`config.mk`:
```
export PLATFORM = sky130hd
export DESIGN_NAME = pc_unit
export DESIGN_NICKNAME = d
export VERILOG_FILES = /design/src/rtl/pc_unit.sv
export SDC_FILE = /design/constraint.sdc
export NUM_CORES = 1
export LEC_CHECK = 0
export CORE_UTILIZATION = 44
export DETAILED_ROUTE_END_ITERATION = 8
export PLACE_DENSITY = 0.79
export SLEW_MARGIN = 0
export SYNTH_ARGS = -nofsm -noshare
export SYNTH_HDL_FRONTEND = slang
export SYNTH_SLANG_ARGS = --single-unit
```
`constraint.sdc`:
```
create_clock -name clk -period 2.3 [get_ports clk]
set_input_delay 0.46 -clock clk [delete_from_list [all_inputs] [get_ports clk]]
set_output_delay 0.46 -clock clk [all_outputs]
set_load 0.05 [all_outputs]
```
`src/rtl/pc_unit.sv`:
```
// Program counter with BOOT/RUN/HALT sequencing, redirect priority and an
// optional return-address stack compiled in by defining PC_RAS_EN.
module pc_unit #(
    parameter int unsigned      WIDTH        = 32,
    parameter logic [WIDTH-1:0] RESET_VECTOR = WIDTH'(32'h0000_0000),
    parameter logic [WIDTH-1:0] EXC_VECTOR   = WIDTH'(32'h0000_0080),
    parameter int unsigned      INC          = 4,
    parameter int unsigned      RAS_DEPTH    = 4
) (
    input  logic             clk,
    input  logic             rst,
    input  logic             stall,
    input  logic             halt,
    input  logic             resume,
    input  logic             exc_valid,
    input  logic             br_valid,
    input  logic [WIDTH-1:0] br_target,
    input  logic             call,
    input  logic             ret,
    output logic [WIDTH-1:0] pc,
    output logic [WIDTH-1:0] pc_next_seq,
    output logic             pc_valid,
    output logic             ras_err
);

    typedef enum logic [1:0] {
        ST_BOOT = 2'd0,
        ST_RUN  = 2'd1,
        ST_HALT = 2'd2
    } state_e;

    state_e           state_q;
    logic [WIDTH-1:0] pc_q;
    logic             pc_valid_q;

    logic             ret_redirect_c;
    logic [WIDTH-1:0] ret_pc_c;

    assign pc          = pc_q;
    assign pc_next_seq = pc_q + WIDTH'(INC);
    assign pc_valid    = pc_valid_q;

`ifdef PC_RAS_EN
    localparam int unsigned CW = $clog2(RAS_DEPTH + 1);
    localparam int unsigned IW = (RAS_DEPTH > 1) ? $clog2(RAS_DEPTH) : 1;

    logic [WIDTH-1:0] ras_q [RAS_DEPTH];
    logic [CW-1:0]    ptr_q, ptr_d;
    logic             ras_err_q, ras_err_d;
    logic             pop_en_c, push_en_c, wr_en_c;
    logic [IW-1:0]    wr_idx_c;

    // Stack ops only happen when no exception, halt or branch outranks them.
    assign pop_en_c  = (state_q == ST_RUN) & ~exc_valid & ~halt & ~br_valid & ret;
    assign push_en_c = (state_q == ST_RUN) & ~exc_valid & ~halt & ~br_valid & call
                       & (ret | ~stall);

    assign ret_redirect_c = pop_en_c;
    assign ras_err        = ras_err_q;

    // Pop first, then push into the post-pop depth.
    always_comb begin
        ptr_d     = ptr_q;
        ras_err_d = ras_err_q;
        ret_pc_c  = pc_next_seq;
        wr_en_c   = 1'b0;
        wr_idx_c  = '0;
        if (pop_en_c) begin
            if (ptr_q == '0) begin
                ras_err_d = 1'b1;
            end else begin
                ret_pc_c = ras_q[IW'(ptr_q - 1'b1)];
                ptr_d    = ptr_q - 1'b1;
            end
        end
        if (push_en_c) begin
            wr_en_c = 1'b1;
            if (ptr_d == CW'(RAS_DEPTH)) begin
                wr_idx_c  = IW'(RAS_DEPTH - 1);
                ras_err_d = 1'b1;
            end else begin
                wr_idx_c = IW'(ptr_d);
                ptr_d    = ptr_d + 1'b1;
            end
        end
    end

    always_ff @(posedge clk or posedge rst) begin
        if (rst) begin
            ptr_q     <= '0;
            ras_err_q <= 1'b0;
        end else begin
            ptr_q     <= ptr_d;
            ras_err_q <= ras_err_d;
        end
    end

    always_ff @(posedge clk) begin
        if (wr_en_c) begin
            ras_q[wr_idx_c] <= pc_next_seq;
        end
    end
`else
    logic [31:0] unused_c;

    assign ret_redirect_c = 1'b0;
    assign ret_pc_c       = pc_next_seq;
    assign ras_err        = 1'b0;
    assign unused_c       = {31'b0, call ^ ret} ^ 32'(RAS_DEPTH);
`endif

    // Sequencer: exception > halt > branch > return > stall > sequential.
    always_ff @(posedge clk or posedge rst) begin
        if (rst) begin
            state_q    <= ST_BOOT;
            pc_q       <= RESET_VECTOR;
            pc_valid_q <= 1'b0;
        end else begin
            case (state_q)
                ST_BOOT: begin
                    state_q    <= ST_RUN;
                    pc_valid_q <= 1'b1;
                end
                ST_RUN: begin
                    if (exc_valid) begin
                        pc_q <= EXC_VECTOR;
                    end else if (halt) begin
                        state_q    <= ST_HALT;
                        pc_valid_q <= 1'b0;
                    end else if (br_valid) begin
                        pc_q <= br_target;
                    end else if (ret_redirect_c) begin
                        pc_q <= ret_pc_c;
                    end else if (!stall) begin
                        pc_q <= pc_next_seq;
                    end
                end
                ST_HALT: begin
                    if (exc_valid) begin
                        pc_q       <= EXC_VECTOR;
                        state_q    <= ST_RUN;
                        pc_valid_q <= 1'b1;
                    end else if (resume) begin
                        state_q    <= ST_RUN;
                        pc_valid_q <= 1'b1;
                    end
                end
                default: begin
                    state_q    <= ST_BOOT;
                    pc_valid_q <= 1'b0;
                end
            endcase
        end
    end

endmodule

```
==> results.py, run 1 <==
metrics = {
    "clock_network": {
        "clock_sinks": 34,
        "holdBufCountCts": 0,
        "numCtsBuffers": 5,
        "clockRootBuffer": "clkbuf_8",
        "clockBufferDepth": 2,
        "cts_htree_levels": 2,
    },
    "logic_synthesis": {
        "ys_ff_latch": 34,
        "synth_cell_type_count": 52,
        "netlist.top_cell.by_area": "dfrtp_1",
        "synthFlopType": "dfrtp_1",
        "async_flop_share_pct": 100,
        "yosysWarnings": 0,
        "synth_common_cells": "dfrtp_1 (34), nand2_1 (32), o21ai_0 (28)",
        "synth_edf_count": 0,
        "synth.area.top_cells": "dfrtp_1 (32%), xnor2_1 (5.7%), o21ai_0 (5.3%)",
        "yosysMostFrequentCell": "dfrtp_1",
        "synth_top_area_share_pct": 32.4,
        "synth_area_per_cell_um2": 8.17,
        "syn_inst": 322,
        "ys_seq_area_share_pct": 32.4,
        "synth_area_um2": 2630,
        "syn_nets": 367,
    },
    "timing": {
        "grt-worst-endpoint": "pc_next_seq[21]",
        "endpoint_type": "output port",
    },
    "run_status": {
        "firstError": "[ERROR DPL-0033] detailed placement checks failed during check placement.",
        "stop_stage": "global routing (5_1_grt)",
        "status": "stopped before the end",
    },
    "floorplanning": {
        "start_util_pct": 46.6,
        "die_w_um": 79.3,
        "io_pins": 107,
        "rows": 27,
        "fp.dieH_um": 79.3,
    },
    "placed_design": {
        "place_ws_ns": -0.0165,
        "portBuffers": 103,
        "dp_hpwl_mm": 6.78,
        "gp_congestion": 0.833,
    },
    "global_route": {
        "grt_max_degree": 41,
        "antenna_found_initial": 3,
    },
}
stage by stage:
| step | cells | hold WS [ns] | area (um2) | util, % | TNS, ns |
|---|---|---|---|---|---|
| after floorplan | 322 | 0.478 | 3070 | - | -3.47 |
| after CTS | 563 | 0.541 | 5210 | 92.4 | -3.26 |
| after detailed placement | 532 | 0.522 | 4740 | 84.1 | -0.0260 |
| after global placement | 532 | 0.507 | 4740 | 84.1 | 0 |
repair_timing:
| item | CTS |
|---|---|
| gates resized for setup | 35 |
| setup buffers | 23 |
| pin swaps | 19 |
| setup endpoints to repair | 22 |
logic make-up after synthesis:
| group | count (synthesis) | synth area share [%] |
|---|---|---|
| AO/OA/AOI/OAI | 89 | 21.9 |
| XOR/XNOR | 28 | 9.32 |
| adder cells (fa/ha/maj) | 4 | 1.90 |
| buffers and inverters | 40 | 6.66 |
| flip-flops | 34 | 32.4 |
| multiplexers | 2 | 0.809 |
| other | 1 | 0.143 |
| AND/OR/NAND/NOR | 124 | 26.9 |
==> run 2, diff against run 1 <==
--- a/config.mk
+++ b/config.mk
@@ -5,9 +5,9 @@
 export SDC_FILE = /design/constraint.sdc
 export NUM_CORES = 1
 export LEC_CHECK = 0
-export CORE_UTILIZATION = 44
+export CORE_UTILIZATION = 40
 export DETAILED_ROUTE_END_ITERATION = 8
-export PLACE_DENSITY = 0.79
+export PLACE_DENSITY_LB_ADDON = 0.15
 export SLEW_MARGIN = 0
 export SYNTH_ARGS = -nofsm -noshare
 export SYNTH_HDL_FRONTEND = slang
==> run 2 against run 1 <==
Against the previous run: the flow now finishes, with violations (setup timing); synthesized cell count is the same; synthesized area is the same.
==> results.py, run 2 <==
metrics = {
    "worst_setup_path": {
        "critPathSlowestCell": "or4_4",
        "path_max_fanout": 3,
        "crit_path_max_incr_delay_ns": 0.58,
        "rr_worst_depth": 8,
        "crit_required_ns": 1.84,
        "r2r-start": "state_q[1]",
        "cp_num_buf_inv": 3,
        "crit_path_start_kind": "register",
        "rrSetupSlack_ns": 0.04,
        "r2r_end": "pc[20]",
        "critPathMostFrequentCell": "buf_12",
        "crit_chain": "nand4_4 > or4_4 > buf_12 > nor2_1 > buf_4 > xor2_4 > buf_12",
        "end_kind": "output port",
        "crit_family": "simple AND/OR/NAND/NOR gates",
        "crit_type": "register to output port",
        "cp.arrival_ns": 2.21,
    },
    "clock_network": {
        "clock_latency_ns": 0.30,
        "cts_tree": "built",
        "clockBufferDepth": 2,
        "clockRootBuffer": "clkbuf_8",
        "cts_htree_levels": 2,
        "clock_sinks": 34,
        "clk_pin_slew_ns": 0.08,
        "numCtsBuffers": 5,
    },
    "logic_synthesis": {
        "synth.area.top_cells": "dfrtp_1 (32%), xnor2_1 (5.7%), o21ai_0 (5.3%)",
        "syn_nets": 367,
        "netlist.top_cell.by_area": "dfrtp_1",
        "synth_common_cells": "dfrtp_1 (34), nand2_1 (32), o21ai_0 (28)",
        "synth_area_um2": 2630,
        "synth_edf_count": 0,
        "ys_ff_latch": 34,
        "yosysWarnings": 0,
        "yosysMostFrequentCell": "dfrtp_1",
        "async_flop_share_pct": 100,
        "syn_inst": 322,
        "synthFlopType": "dfrtp_1",
        "synth_area_per_cell_um2": 8.17,
        "ys_seq_area_share_pct": 32.4,
        "synth_top_area_share_pct": 32.4,
        "synth_cell_type_count": 52,
    },
    "floorplanning": {
        "start_util_pct": 41.4,
        "coreArea_um2": 6350,
        "die_w_um": 83.1,
        "die_area_um2": 6900,
        "io_pins": 107,
        "rows": 29,
        "fp.dieH_um": 83.1,
    },
    "global_route": {
        "grt_use_met2_pct": 56.9,
        "top_usage_layer": "met2",
        "grt_max_degree": 58,
        "antenna_found_initial": 0,
        "grt_use_met1_pct": 37.2,
        "grtUsageTotal_pct": 32.1,
        "grt_pass1_wl_mm": 17.6,
        "grt_pass1_vias": 3536,
        "overflow": 0,
        "grtUsageMet3_pct": 5.86,
    },
    "hold_path": {
        "hold_end": "state_q[0]",
        "hold_path_class": "register to register",
        "hold_depth": 2,
        "min_from": "state_q[0]",
    },
    "pwr": {
        "p_leak_nw": 2.35,
        "vdd_drop_max_mv": 0.812,
        "power_mw": 5.44,
        "p_per_area_nw_per_um2": 987,
    },
    "timing": {
        "grt_setup_unrepaired": "true",
        "min_period_ns": 2.67,
        "finalHoldViolCount": 0,
        "relSlewSlack_pct": 65.5,
        "setup_ws_ns": -0.374,
        "max_freq_ghz": 0.374,
        "slew_viol_final": 0,
        "period_share_pct": 116,
        "worst_slew_pin_slew_ns": 0.516,
        "holdWs_ns": 0.533,
        "finClkSkew_ns": 0.00489,
        "setup_viol": 19,
    },
    "cells_and_area": {
        "layoutNonFillerInstCount": 587,
        "largest_register_ffs": 32,
        "nNetsFinal": 554,
        "diodes": 0,
        "fill_cells": 329,
        "stdcell_area_um2": 5510,
        "syn_to_final_growth_pct": 109,
        "mostFrequentLayoutCell": "buf_4",
        "final_cell_mix": "buf_4 (81), clkdlybuf4s50_1 (72), buf_12 (32)",
        "drive_gt1_share_pct": 44.7,
    },
    "placed_design": {
        "dp_hpwl_mm": 6.93,
        "placedCellCount": 538,
        "portBuffers": 103,
        "gp_congestion": 0.851,
        "placed_cell_area_um2": 4770,
    },
    "run_status": {
        "status": "finished, violations left",
        "violations": "setup timing",
    },
    "detailed_routing": {
        "firstDrtPassIters": 4,
        "drc": 0,
        "wire_per_inst_um": 21.2,
        "vias_per_cell": 6.19,
        "wl_mm": 12.4,
        "drtAntennaViolNets": 0,
        "vias": 3633,
        "drtIter0Drc": 333,
    },
    "job": {
        "maxCapViolCount": 0,
    },
}
run 2: cell counts after synthesis:
No cell type changed its count.
run 2: area by class of cell:
class,instances,area [um2],area share [%]
clock buffer,8,110,2.00
inverter,18,71.3,1.29
multi-input combinational,248,2190,39.8
sequential,34,881,16.0
tap,77,96.3,1.75
timing repair buffer,202,2160,39.1
run 2: where the power goes:
part | switching [mW] | internal [mW]
clock network | 0.256 | 0.303
registers | 0.186 | 0.794
logic | 2.33 | 1.57
total | 2.77 | 2.66
run 2: cells by family (layout without fill, tap and decap cells):
kind of cell,Yosys count,after routing,share of synthesized area [%]
other,1,1,0.143
and+or+nand+nor,124,124,26.9
xor gates and xnor gates,28,28,9.32
adders and majority gates,4,4,1.90
AOI/OAI and AO/OA,89,89,21.9
DFF,34,34,32.4
buffers and inverters,40,228,6.66
muxes,2,2,0.809
run 2: worst min-delay path, cell delays in order, from the launching register on:
cell and delay, ns:
dfrtp_2 0.39, nand2_1 0.05, o21ai_0 0.06
run 2: per-layer routing:
| layer | vias up | wire length, um | share of wire [%] |
|---|---|---|---|
| met5 | - | 0 | 0 |
| met4 | 0 | 627 | 5.0 |
| met3 | 74 | 948 | 7.6 |
| met2 | 271 | 6440 | 52 |
| met1 | 1748 | 4420 | 36 |
| li1 | 1540 | - | - |
run 2: metrics by stage:
stage	TNS [ns]	utilization, %	setup WS [ns]
after floorplan	-3.47	-	-0.419
final	-4.17	86.8	-0.374
after CTS	-2.87	84.3	-0.306
after detailed placement	0	75.1	0.00178
after global routing	-5.49	86.8	-0.438
after global placement	0	75.1	0.0121
run 2: worst max-delay path by stage:
stage               depth (start not counted)  slack, ns   start               to
CTS                                         6      -0.31  pc[12]  pc_next_seq[27]
detailed placement                          5      0.002  pc[12]  pc_next_seq[27]
floorplan                                   6      -0.42   pc[9]  pc_next_seq[27]
finish                                      7      -0.37  pc[12]  pc_next_seq[29]
global placement                            5       0.01  pc[12]  pc_next_seq[27]
global route                                7      -0.44  pc[12]  pc_next_seq[29]
run 2: repair_timing:
| item | 4_1_cts | 5_1_grt |
|---|---|---|
| pin swaps | 24 | 21 |
| hold buffers | 0 | 0 |
| endpoints found under the setup margin | 22 | 23 |
| resized for setup | 46 | 14 |
| setup buffers | 27 | 17 |
Power figures use the tool's default switching activity.
